File: src/rtl/player_bullet_ctrl.sv
// player_bullet_ctrl: owns the player's single bullet.
//   Launches on a fire press, climbs SPEED pixels per frame_tick, retires on an
//   enemy hit or on leaving the top of the screen, then waits COOLDOWN_FRAMES
//   frames before the next shot is allowed. Also renders the bullet pixel.
// Ports:
//   clk, reset            pixel clock, synchronous active-high reset
//   frame_tick            one-cycle pulse per frame
//   fire                  debounced fire button (level)
//   player_x, player_y    player sprite top-left corner
//   hit                   OR of all enemy collision flags
//   h_counter, v_counter  current pixel being drawn
//   bullet_x, bullet_y    bullet top-left corner, PARK when not in flight
//   active                1 while the bullet is in flight
//   shots, kills          saturating launch / hit counters
//   R, G, B               bullet pixel colour, one cycle after h/v_counter
module player_bullet_ctrl #(
    parameter int unsigned SPEED           = 4,
    parameter int unsigned BULLET_W        = 2,
    parameter int unsigned BULLET_H        = 6,
    parameter int unsigned MUZZLE_DX       = 11,
    parameter int unsigned COOLDOWN_FRAMES = 8,
    parameter int unsigned PARK            = 1023
) (
    input  logic       clk,
    input  logic       reset,
    input  logic       frame_tick,
    input  logic       fire,
    input  logic [9:0] player_x,
    input  logic [9:0] player_y,
    input  logic       hit,
    input  logic [9:0] h_counter,
    input  logic [9:0] v_counter,
    output logic [9:0] bullet_x,
    output logic [9:0] bullet_y,
    output logic       active,
    output logic [7:0] shots,
    output logic [7:0] kills,
    output logic [7:0] R,
    output logic [7:0] G,
    output logic [7:0] B
);

    localparam int unsigned POS_W = 10;
    localparam int unsigned CNT_W = 8;
    localparam int unsigned CMP_W = POS_W + 1;

    localparam logic [POS_W-1:0] PARK_V   = POS_W'(PARK);
    localparam logic [POS_W-1:0] SPEED_V  = POS_W'(SPEED);
    localparam logic [POS_W-1:0] HEIGHT_V = POS_W'(BULLET_H);
    localparam logic [POS_W-1:0] MUZZLE_V = POS_W'(MUZZLE_DX);
    localparam logic [CNT_W-1:0] CD_V     = CNT_W'(COOLDOWN_FRAMES);
    localparam logic [CNT_W-1:0] SAT_V    = {CNT_W{1'b1}};

    localparam logic [1:0] S_IDLE     = 2'd0;
    localparam logic [1:0] S_FLYING   = 2'd1;
    localparam logic [1:0] S_COOLDOWN = 2'd2;

    logic [1:0]       state, state_nx;
    logic             fire_q;
    logic             fire_rise;
    logic [CNT_W-1:0] cd_cnt, cd_nx;
    logic [POS_W-1:0] bx_nx, by_nx;
    logic [CNT_W-1:0] shots_nx, kills_nx;
    logic             pix_on;

    assign fire_rise = fire & ~fire_q;

    // Next-state and next-value logic for the bullet FSM.
    always_comb begin
        state_nx = state;
        bx_nx    = bullet_x;
        by_nx    = bullet_y;
        shots_nx = shots;
        kills_nx = kills;
        cd_nx    = cd_cnt;
        case (state)
            S_IDLE: begin
                if (fire_rise) begin
                    state_nx = S_FLYING;
                    if (shots != SAT_V) shots_nx = shots + CNT_W'(1);
                    bx_nx = player_x + MUZZLE_V;
                    // Clamp at the top row instead of wrapping.
                    by_nx = (player_y < HEIGHT_V) ? '0 : player_y - HEIGHT_V;
                end
            end
            S_FLYING: begin
                // Hit takes priority over the frame move.
                if (hit) begin
                    state_nx = S_COOLDOWN;
                    if (kills != SAT_V) kills_nx = kills + CNT_W'(1);
                    bx_nx = PARK_V;
                    by_nx = PARK_V;
                    cd_nx = CD_V;
                end else if (frame_tick) begin
                    if (bullet_y < SPEED_V) begin
                        state_nx = S_COOLDOWN;
                        bx_nx    = PARK_V;
                        by_nx    = PARK_V;
                        cd_nx    = CD_V;
                    end else begin
                        by_nx = bullet_y - SPEED_V;
                    end
                end
            end
            S_COOLDOWN: begin
                if (cd_cnt == '0) begin
                    state_nx = S_IDLE;
                end else if (frame_tick) begin
                    cd_nx = cd_cnt - CNT_W'(1);
                end
            end
            default: begin
                state_nx = S_IDLE;
                bx_nx    = PARK_V;
                by_nx    = PARK_V;
            end
        endcase
    end

    // Pixel hit test at 11 bits so bullet_x+W / bullet_y+H cannot wrap.
    always_comb begin
        pix_on = active
            && ({1'b0, h_counter} >= {1'b0, bullet_x})
            && ({1'b0, h_counter} <  ({1'b0, bullet_x} + CMP_W'(BULLET_W)))
            && ({1'b0, v_counter} >= {1'b0, bullet_y})
            && ({1'b0, v_counter} <  ({1'b0, bullet_y} + CMP_W'(BULLET_H)));
    end

    // State and output registers.
    always_ff @(posedge clk) begin
        if (reset) begin
            state    <= S_IDLE;
            fire_q   <= 1'b1;
            cd_cnt   <= '0;
            bullet_x <= PARK_V;
            bullet_y <= PARK_V;
            active   <= 1'b0;
            shots    <= '0;
            kills    <= '0;
            R        <= '0;
            G        <= '0;
            B        <= '0;
        end else begin
            state    <= state_nx;
            fire_q   <= fire;
            cd_cnt   <= cd_nx;
            bullet_x <= bx_nx;
            bullet_y <= by_nx;
            active   <= (state_nx == S_FLYING);
            shots    <= shots_nx;
            kills    <= kills_nx;
            R        <= pix_on ? 8'hFF : 8'h00;
            G        <= pix_on ? 8'hFF : 8'h00;
            B        <= 8'h00;
        end
    end

endmodule

File: config.mk
export PLATFORM = sky130hd
export DESIGN_NAME = player_bullet_ctrl
export DESIGN_NICKNAME = d
export VERILOG_FILES = /design/src/rtl/player_bullet_ctrl.sv
export SDC_FILE = /design/constraint.sdc
export NUM_CORES = 1
export LEC_CHECK = 0
export ABC_CLOCK_PERIOD_IN_PS = 2480
export BUFFER_PORTS_ARGS = -buffer_cell sky130_fd_sc_hd__buf_2
export CAP_MARGIN = 20
export CORE_ASPECT_RATIO = 2
export CORE_MARGIN = 3
export CORE_UTILIZATION = 55
export CTS_BUF_LIST = sky130_fd_sc_hd__clkbuf_4
export CTS_CLUSTER_SIZE = 12
export DETAILED_ROUTE_END_ITERATION = 8
export PLACE_DENSITY = 0.8
export SYNTH_ARGS = -nofsm -noshare
export SYNTH_HDL_FRONTEND = slang
export SYNTH_SLANG_ARGS = --single-unit
File: constraint.sdc
create_clock -name clk -period 2.48 [get_ports clk]
set_input_delay 0.496 -clock clk [delete_from_list [all_inputs] [get_ports clk]]
set_output_delay 0.496 -clock clk [all_outputs]
set_load 0.01 [all_outputs]
==> metrics.yaml <==
outcome:
  outcome: "completed"
critical_path:
  crit_family: "compound AO/OA/AOI/OAI gates"
  crit_required_ps: 2790
  path_class: "reg -> reg"
  crit_buf_inv: 1
  max_stage_delay_ps: 520
  critPathSlowestCell: "or4b_4"
  endpoint_kind: "flip-flop"
  crit_arrival_ps: 2690
  worstPathMaxFanout: 8
  startpoint_type: "flip-flop"
  path_cells: "inv_1 -> ha_1 -> or4b_4 -> o41a_4 -> a21oi_4 -> a21oi_2 -> a311oi_2"
detailed_routing:
  drt_iter0_drc: 116
  vias_per_cell: 5.85
  wire_per_inst_um: 15.5
  ant_nets: 0
  routed_wl_um: 10100
  drtPass1Iterations: 4
  vias: 3789
  drc: 0
clock_network:
  cts_tree: "done"
  htreeDepth: 2
  clk_pin_slew_ps: 140
  max-clock-path-buffers: 2
  clock-sinks: 49
  cts_buffers: 5
  clk_latency_ps: 380
  holdBufCountCts: 0
  root_buffer: "clkbuf_4"
synthesis:
  syn_avg_cell_area_um2: 8.30
  synth.distinct_cells: 58
  ys_seq_area_share_pct: 25.2
  synth_cells: 469
  ys_async_sr_fraction_pct: 0
  syn_area_um2: 3890
  synth_flop_cell: "dfxtp_1"
  yosys_warnings: 0
  ys_ff_latch: 49
  synth_edf_count: 0
floorplan:
  core-area_um2: 6730
  start_util_pct: 57.9
  die_area_um2: 8190
  top_level_ports: 106
  die_w_um: 65.5
  row_count: 42
  chipHeight_um: 125
layout:
  drive_gt1_share_pct: 24.2
  fin_nets: 653
  area_growth_pct: 14.8
power:
  seqPwrFrac_pct: 46.1
  sw_frac_of_total_pct: 34.3
  net-switching-power_uw: 638
  p_leak_nw: 2.13
  combPwrFrac_pct: 34.4
  p_per_area_nw_per_um2: 416
  p_clk_share_pct: 19.5
  p_int_mw: 1.22
  ir_worst_vdd_uv: 338
global_routing:
  grt_max_degree: 31
  grt_use_total_pct: 24.8
  globalRouteOverflowTotal: 0
  antenna_found_initial: 2
  grt_pass1_vias: 3640
  grt_pass1_wl_um: 16300
sta:
  final.min_clock_period_ps: 2380
  tns_ps: 0
  setup_ws_ps: 97.9
  fmax_mhz: 420
  worst_slew_pin_slew_ps: 770
  hold_viol_final: 0
  slew_viol_final: 0
  max_slew_margin_pct: 48.5
  skew_ps: 17.2
  min_period_over_period_pct: 96.1
  setup_violations: 0
place:
  place.gp.congestion: 0.926
  dp_worst_setup_slack_ps: -19.0
  port_buffers: 97
  hpwl_um: 8090
job:
  max_cap_violations: 0
hold_path:
  hp-class: "in -> reg"
==> state kept, by name (all words and copies together), names as in the netlist <==
| name | flops |
|---|---|
| state | 2 |
| fire_q | 1 |
| bullet_x | 10 |
| shots | 8 |
| G | 1 |
| cd_cnt | 8 |
| bullet_y | 10 |
| kills | 8 |
| active | 1 |
==> synth_stat cells (all sizes together), types with 11 or more instances <==
library cell / number / share of area [%]
inv: 28 / 2.7
ha: 49 / 16
xnor2: 23 / 5.2
a21oi: 29 / 4.1
nand2b: 11 / 1.8
nor3: 16 / 2.1
dfxtp: 49 / 25
o21ai: 27 / 3.5
nand2: 26 / 2.6
clkbuf: 12 / 1.2
nor2: 38 / 3.9
xor2: 14 / 3.1
buf: 24 / 4.6
nand3: 18 / 2.3
==> kinds of logic after synthesis <==
| kind of cell | Yosys count | share of synthesized area (%) |
|---|---|---|
| flops | 49 | 25.2 |
| buf+inv | 64 | 8.42 |
| fa+ha+maj | 49 | 15.7 |
| simple gates | 144 | 19.1 |
| compound gates | 121 | 22.1 |
| mux | 4 | 1.03 |
| xor+xnor | 37 | 8.32 |
| other cells | 1 | 0.0963 |
==> layer usage <==
layer	up-vias	global-route usage, %	wire length [µm]
met5	-	0	13
met4	2	10.6	275
met3	29	3.68	415
met2	112	48.5	5790
met1	1791	24.4	3580
li1	1855	-	-
==> final cells by class <==
cell class	instances	area [µm²]
inverters	28	105
clock inverters	1	3.75
repair buffers	112	598
fillers	610	2260
multi-input cells	363	2620
diodes	1	2.50
flip-flops and latches	49	982
clock buffers	6	45.0
well taps	88	110
==> power by group through the flow <==
stage | Clock (mW) | Sequential (mW) | Combinational, mW
6_report | 0.363 | 0.858 | 0.640
5_1_grt | 0.397 | 0.862 | 0.724
4_1_cts | 0.375 | 0.856 | 0.615
3_5_place_dp | 0 | 0.874 | 0.611
3_3_place_gp | 0 | 0.872 | 0.589
2_1_floorplan | 0 | 0.877 | 0.414
==> through the flow <==
stage	cell area, µm²	total power [mW]	utilization, %	cells	hold slack (ps)
6_report	4470	1.86	66.5	648	318
5_1_grt	4470	1.98	66.5	648	310
4_1_cts	4440	1.85	65.9	644	296
3_5_place_dp	4380	1.48	65.2	637	485
3_3_place_gp	4380	1.46	65.2	637	482
2_1_floorplan	3920	1.29	-	476	461
==> worst reg2reg max path: cells and delay by family, from the launching register on <==
kind | cells | cell delay (ps)
and+or+nand+nor | 1 | 520
AOI/OAI and AO/OA | 4 | 1040
DFF | 1 | 410
adders and majority gates | 1 | 200
buffers and inverters | 1 | 140
==> layout by cell type, fill, tap and decap left out, drive strengths merged, types with 6 or more instances in the layout <==
cell    netlist  final
nand3        18     18
clkbuf       12      6
or3           8      8
xor2         14     14
xnor2        23     23
buf          24    112
a211o         8      8
nand2        26     26
o21ai        27     27
nand2b       11     11
inv          28     28
ha           49     49
nand4         8      8
dfxtp        49     49
conb          1      8
a21o          6      6
a21oi        29     29
nor2         38     38
a211oi        8      8
nor3         16     16
==> repair_timing <==
| item | in CTS | in global routing |
|---|---|---|
| resized for setup | 1 | 5 |
| pin swaps | 0 | 4 |
| setup buffers | 0 | 3 |
| gates cloned | 0 | 0 |
| setup endpoints to repair | 1 | 2 |
==> final timing paths <==
kind / start / endpoint / slack [ps] / cells past startpoint
worst min register to register: kills[4]$_SDFFE_PP0P_ / kills[4]$_SDFFE_PP0P_ / 520 / 2
worst min-delay path: fire / fire_q$_SDFF_PP1_ / 320 / 2
worst max-delay path: bullet_y[3]$_SDFFE_PP1P_ / cd_cnt[3]$_SDFFE_PP0P_ / 100 / 7
worst max register to register: bullet_y[3]$_SDFFE_PP1P_ / cd_cnt[3]$_SDFFE_PP0P_ / 100 / 7
Power figures use the tool's default switching activity.
